**src/rtl/masked_rmw_ctrl.sv**
```systemverilog
`default_nettype none
// ============================================================================
// Module   : masked_rmw_ctrl
// Purpose  : Byte-masked read-modify-write controller around a DEPTH x 32-bit
//            register array. Each accepted request returns the pre-write word
//            one cycle later and writes back the byte-merged word. A same-address
//            request accepted right behind a write sees the merged value through
//            a stage-2 bypass. A zero-fill sweep runs after reset and on io_clear.
// Ports    : clk           - clock, all state on rising edge
//            reset         - synchronous active-low reset
//            io_req_*      - request handshake (valid/ready), addr, data, mask
//            io_clear      - pulse requesting a zero-fill of every entry
//            io_resp_valid - one-cycle pulse per accepted request
//            io_resp_data  - entry value before the request's write (held)
//            io_busy       - sweep in progress or stage 2 occupied
//            io_wr_count   - saturating count of accepted nonzero-mask requests
// Revision : 1.0 - initial release
// ============================================================================
module masked_rmw_ctrl #(
   parameter int DEPTH = 8,
   parameter int CNT_W = 16
) (
   input  logic                     clk,
   input  logic                     reset,
   input  logic                     io_req_valid,
   output logic                     io_req_ready,
   input  logic [$clog2(DEPTH)-1:0] io_req_addr,
   input  logic [31:0]              io_req_data,
   input  logic [3:0]               io_req_mask,
   input  logic                     io_clear,
   output logic                     io_resp_valid,
   output logic [31:0]              io_resp_data,
   output logic                     io_busy,
   output logic [CNT_W-1:0]         io_wr_count
);

   localparam int c_ADDR_W = $clog2(DEPTH);
   localparam logic [c_ADDR_W-1:0] c_LAST_IDX = c_ADDR_W'(DEPTH - 1);
   localparam logic [CNT_W-1:0]    c_CNT_MAX  = {CNT_W{1'b1}};

   typedef enum logic [0:0] {
      ST_CLEAR = 1'b0,
      ST_IDLE  = 1'b1
   } state_t;

   state_t              r_state;
   logic [c_ADDR_W-1:0] r_clr_idx;
   logic                r_s2_valid;
   logic [c_ADDR_W-1:0] r_s2_addr;
   logic [31:0]         r_s2_data;
   logic [3:0]          r_s2_mask;
   logic [31:0]         r_s2_old;
   logic [CNT_W-1:0]    r_wr_count;
   logic [31:0]         r_mem [DEPTH];

   logic                w_ready;
   logic                w_accept;
   logic                w_s2_write;
   logic [31:0]         w_merged;
   logic [31:0]         w_old;

   always_comb begin
      w_merged = r_s2_old;
      for (int i = 0; i < 4; i++) begin
         if (r_s2_mask[i]) begin
            w_merged[8*i +: 8] = r_s2_data[8*i +: 8];
         end
      end
   end

   assign w_s2_write = r_s2_valid && (r_s2_mask != 4'h0);
   assign w_ready    = (r_state == ST_IDLE) && !io_clear;
   assign w_accept   = io_req_valid && w_ready;

   // The array is only updated at the end of stage 2, so a same-address
   // request in stage 1 must take the merged word straight from stage 2.
   assign w_old = (w_s2_write && (r_s2_addr == io_req_addr)) ? w_merged
                                                            : r_mem[io_req_addr];

   always_ff @(posedge clk) begin
      if (!reset) begin
         r_state    <= ST_CLEAR;
         r_clr_idx  <= '0;
         r_s2_valid <= 1'b0;
         r_s2_old   <= '0;
         r_wr_count <= '0;
      end else begin
         case (r_state)
            ST_CLEAR: begin
               r_clr_idx <= r_clr_idx + c_ADDR_W'(1);
               if (r_clr_idx == c_LAST_IDX) begin
                  r_state <= ST_IDLE;
               end
            end
            ST_IDLE: begin
               if (io_clear) begin
                  r_state   <= ST_CLEAR;
                  r_clr_idx <= '0;
               end
            end
            default: r_state <= ST_CLEAR;
         endcase

         r_s2_valid <= w_accept;
         if (w_accept) begin
            r_s2_addr <= io_req_addr;
            r_s2_data <= io_req_data;
            r_s2_mask <= io_req_mask;
            r_s2_old  <= w_old;
            if ((io_req_mask != 4'h0) && (r_wr_count != c_CNT_MAX)) begin
               r_wr_count <= r_wr_count + CNT_W'(1);
            end
         end
      end
   end

   // The clear write is issued after the stage-2 write so that it wins when
   // both target the same entry in the first sweep cycle. Nothing is written
   // while reset is low, which discards any in-flight stage-2 write.
   always_ff @(posedge clk) begin
      if (reset) begin
         if (w_s2_write) begin
            r_mem[r_s2_addr] <= w_merged;
         end
         if (r_state == ST_CLEAR) begin
            r_mem[r_clr_idx] <= '0;
         end
      end
   end

   // Outputs are forced to their reset values while reset is held low.
   assign io_req_ready  = reset && w_ready;
   assign io_resp_valid = reset && r_s2_valid;
   assign io_resp_data  = reset ? r_s2_old : 32'h0;
   assign io_busy       = !reset || (r_state == ST_CLEAR) || r_s2_valid;
   assign io_wr_count   = reset ? r_wr_count : '0;

endmodule
`default_nettype wire

```
**config.mk**
```make
export PLATFORM = sky130hd
export DESIGN_NAME = masked_rmw_ctrl
export DESIGN_NICKNAME = d
export VERILOG_FILES = /design/src/rtl/masked_rmw_ctrl.sv
export SDC_FILE = /design/constraint.sdc
export NUM_CORES = 1
export LEC_CHECK = 0
export ABC_AREA = 1
export CAP_MARGIN = 20
export CORE_AREA = 3 3 217 134
export CTS_BUF_LIST = sky130_fd_sc_hd__clkbuf_16
export DETAILED_ROUTE_END_ITERATION = 7
export DIE_AREA = 0 0 220 137
export PLACE_DENSITY = 0.9
export SLEW_MARGIN = 20
export SYNTH_ARGS = -nofsm -noshare
export SYNTH_HDL_FRONTEND = slang
export SYNTH_SLANG_ARGS = --single-unit
```
**constraint.sdc**
```tcl
create_clock -name clk -period 4.4 [get_ports clk]
set_input_delay 0.44 -clock clk [delete_from_list [all_inputs] [get_ports clk]]
set_output_delay 0.44 -clock clk [all_outputs]
set_load 0.01 [all_outputs]
```
==> reports/results.md <==
* first drt pass iteration count: 6
* worst min-delay path class: reg2reg
* maximum fanout encountered on the critical timing path: 39
* Post-Route Utilization: 67.4%
* final routed wire length divided by cell count: 18.0 um
* Post-Syn Area: 16300 sq um
* gp weighted congestion: 0.927
* met2 track demand over resource: 46.8%
* final count of negative-setup-slack endpoints: 0
* Final #Nets: 2441
* post-route standard cell area excluding fillers: 18400 sq um
* Die Area: 30100 sq um
* run status: finished clean
* Yosys reg bits: 348
* cell type group with the largest total delay on the critical path: simple AND/OR/NAND/NOR gates
* Total Routing Usage GR: 32.7%
* worst reg2reg startpoint: r_s2_mask[1]
* I/O pin count: 94
* Crit path required time: 4.81 ns
* DIE HEIGHT: 137 um
* number of synthesis warnings: 0
* number of cells upsized or downsized after cts: 0
* Max IR drop VDD: 0.278 mV
* area fraction of the dominant cell type after synthesis: 38.0%
* Fin Hold WS: 0.445 ns
* Worst Setup Path Type: reg2reg
* Slew Limit Headroom: 27.6%
* maximum root-to-sink buffer count: 3
* actual slew at the worst max-slew pin: 1.08 ns
* Setup crit end kind: flop
* initial antenna violation count: 2
* first-pass GRT wire length: 77.9 mm
* count of clock tree sinks: 348
* TritonCTS clock tree: done
* total area of multi-input combinational cells: 6970 sq um
* met1 track demand over resource in global routing: 45.7%
* average footprint of a synthesized cell: 6.81 sq um
* Worst setup startpoint: r_s2_mask[1]
* drc violations: 0
* critical path data arrival time: 3.73 ns
* Worst Clk Skew: 0.0251 ns
* clock slew at reported path FFs: 0.06 ns
* share of post-route cells with drive strength above 1: 4.55%
* Sequential Area: 7360 sq um
* share of total power consumed by net switching: 27.3%
* Comb power frac: 14.8%
* power density over cell area: 427 nW/um^2
* Leakage Power: 8.65 nW
* CP most frequent cell: nor2_1
* final setup TNS: 0 ns
* stage delay of the slowest cell on the critical path: 0.72 ns
* part of the power in registers: 48.7%
* library cell with the largest summed area after synthesis: dfxtp_1
* CTS H-tree lvls: 2
* busiest metal layer after global routing: met2
* final period demand of the worst path: 3.32 ns
* Post-DP HPWL: 31.0 mm
* Root Buffer: clkbuf_16
* cells along the critical path: nor2_1 > a21oi_4 > buf_4 > nand3_2 > nand2_1 > inv_1 > nor2_1 > nor2_1
* antenna viol nets, final: 0
* Starting Density: 59.7%
* period utilization: 75.5%
* quantity of I/O buffers inserted on ports: 93
* internal power: 0.00571 W
* number of max-capacitance violations reported: 0
* vias in the first global route: 14900
* via count: 16400
* Synth-to-Final Area Change: 12.9%
* number of hold-slack violations in the final timing report: 0
* area of the core region: 27300 sq um
* grt met3 use: 11.5%
* worst slack after detailed placement: 1.18 ns
* Worst setup SP type: flop
* Clock power frac: 36.5%
* clock latency of the later-clocked register in the worst-skew pair: 0.54 ns
* horizontal extent of the die: 220 um
* number of filler cells placed in the layout: 2141
* post-CTS setup buffer count: 0
* post-route worst setup slack: 1.08 ns
* unrepaired setup endpoints after global routing: no
* Worst Hold Launch: r_mem[4][25]
* total grt overflow: 0
* largest net degree at the start of global routing: 83
* Area after DPL: 17300 sq um
* number of standard cells after synthesis: 2392
* Antenna Diode Count: 0
* net count after synthesis: 2438
* top post-synthesis cells by area: dfxtp_1, nand2_1, a21oi_1
* Slowest-stage cell, CP: edfxtp_1
* cts bufs inserted: 34
* timing-limited maximum frequency: 301 MHz
* Vias/cell: 5.90
* library cells used by synthesis: 29
* post-synthesis sequential area ratio: 45.1%
* Row Count: 47
* number of buffers inserted for hold repair after clock tree synthesis: 0
* buffer and inverter count on the worst path: 2
* wire length reported by the detailed router: 50.1 mm
* detailed router's first-iteration violation count: 2705
* pins over their slew limit: 0
* switching component of the power: 0.00214 W
## sequential cells by signal, summed over array words and instances (netlist names)
signal / cells
r_mem: 256
r_s2_data: 32
r_s2_old: 32
r_wr_count: 16
r_s2_mask: 4
r_clr_idx: 3
r_s2_addr: 3
r_s2_valid: 1
r_state: 1
## kinds of logic after synthesis
kind of cell / after synthesis / synth area share (%)
flops: 348 / 45.1
buf+inv: 516 / 12.4
simple gates: 937 / 23.5
compound gates: 579 / 18.3
xor+xnor: 9 / 0.484
fa+ha+maj: 3 / 0.230
## final cells by class
class | instances | share of cell area (%)
inverters | 357 | 7.29
clock inverters | 23 | 0.680
repair buffers | 126 | 6.45
flip-flops and latches | 348 | 40.0
well taps | 367 | 2.50
multi-input cells | 1528 | 37.9
clock buffers | 38 | 5.17
## layer usage
| layer | routed length, um | share of wire [%] | vias up |
|---|---|---|---|
| met5 | 27 | 0.054 | - |
| li1 | - | - | 7595 |
| met2 | 20600 | 41 | 1211 |
| met3 | 8100 | 16 | 151 |
| met4 | 1310 | 2.6 | 4 |
| met1 | 20000 | 40 | 7486 |
## path summary, 6_finish.rpt
check / endpoint / slack, ns / cells past startpoint
worst max-delay path: r_s2_old[10] / 1.08 / 8
worst min-delay path: r_mem[4][25] / 0.45 / 2
worst max register to register: r_s2_old[10] / 1.08 / 8
worst min register to register: r_mem[4][25] / 0.45 / 2
## tightest hold or removal path: stages, from the launching register on
cell and delay, ns:
dfxtp_1 0.30, inv_1 0.05, a21oi_1 0.05
## power by group through the flow
stage / logic (W) / registers [W] / clock network, W
floorplan: 0.000831 / 0.00385 / 0
global placement: 0.00104 / 0.00386 / 0
detailed placement: 0.00111 / 0.00388 / 0
CTS: 0.00113 / 0.00382 / 0.00287
global route: 0.00131 / 0.00386 / 0.00300
finish: 0.00116 / 0.00382 / 0.00287
## cell usage after synthesis (all sizes together)
cell type,n
nor2,123
xor2,5
o211ai,30
nand4,37
buf,47
dfxtp,309
a21oi,269
xnor2,4
inv,356
nand2,639
o21ai,280
clkinv,1
nor3,3
clkbuf,112
edfxtp,39
nand3,133
nand3b,2
ha,3
## cell usage in the layout, fill, tap and decap left out, types with 5 or more instances in the layout
cell type / netlist / final
inv_1: 350 / 361
inv_2: 6 / 9
o211ai_1: 30 / 30
nand4_1: 36 / 36
nor2_1: 119 / 117
clkdlybuf4s50_1: 0 / 90
nand2_2: 1 / 9
a21oi_1: 268 / 268
nand2_1: 637 / 629
o21ai_1: 17 / 17
dfxtp_1: 309 / 309
buf_4: 2 / 32
edfxtp_1: 39 / 39
clkbuf_16: 0 / 38
nand3_1: 133 / 132
xor2_1: 5 / 5
o21ai_0: 263 / 263
## through the flow
step / power, W / std cells
floorplan: 0.00468 / 2392
global placement: 0.00491 / 2724
detailed placement: 0.00499 / 2724
CTS: 0.00781 / 2785
global route: 0.00817 / 2787
finish: 0.00785 / 2787
Power figures use the tool's default switching activity.
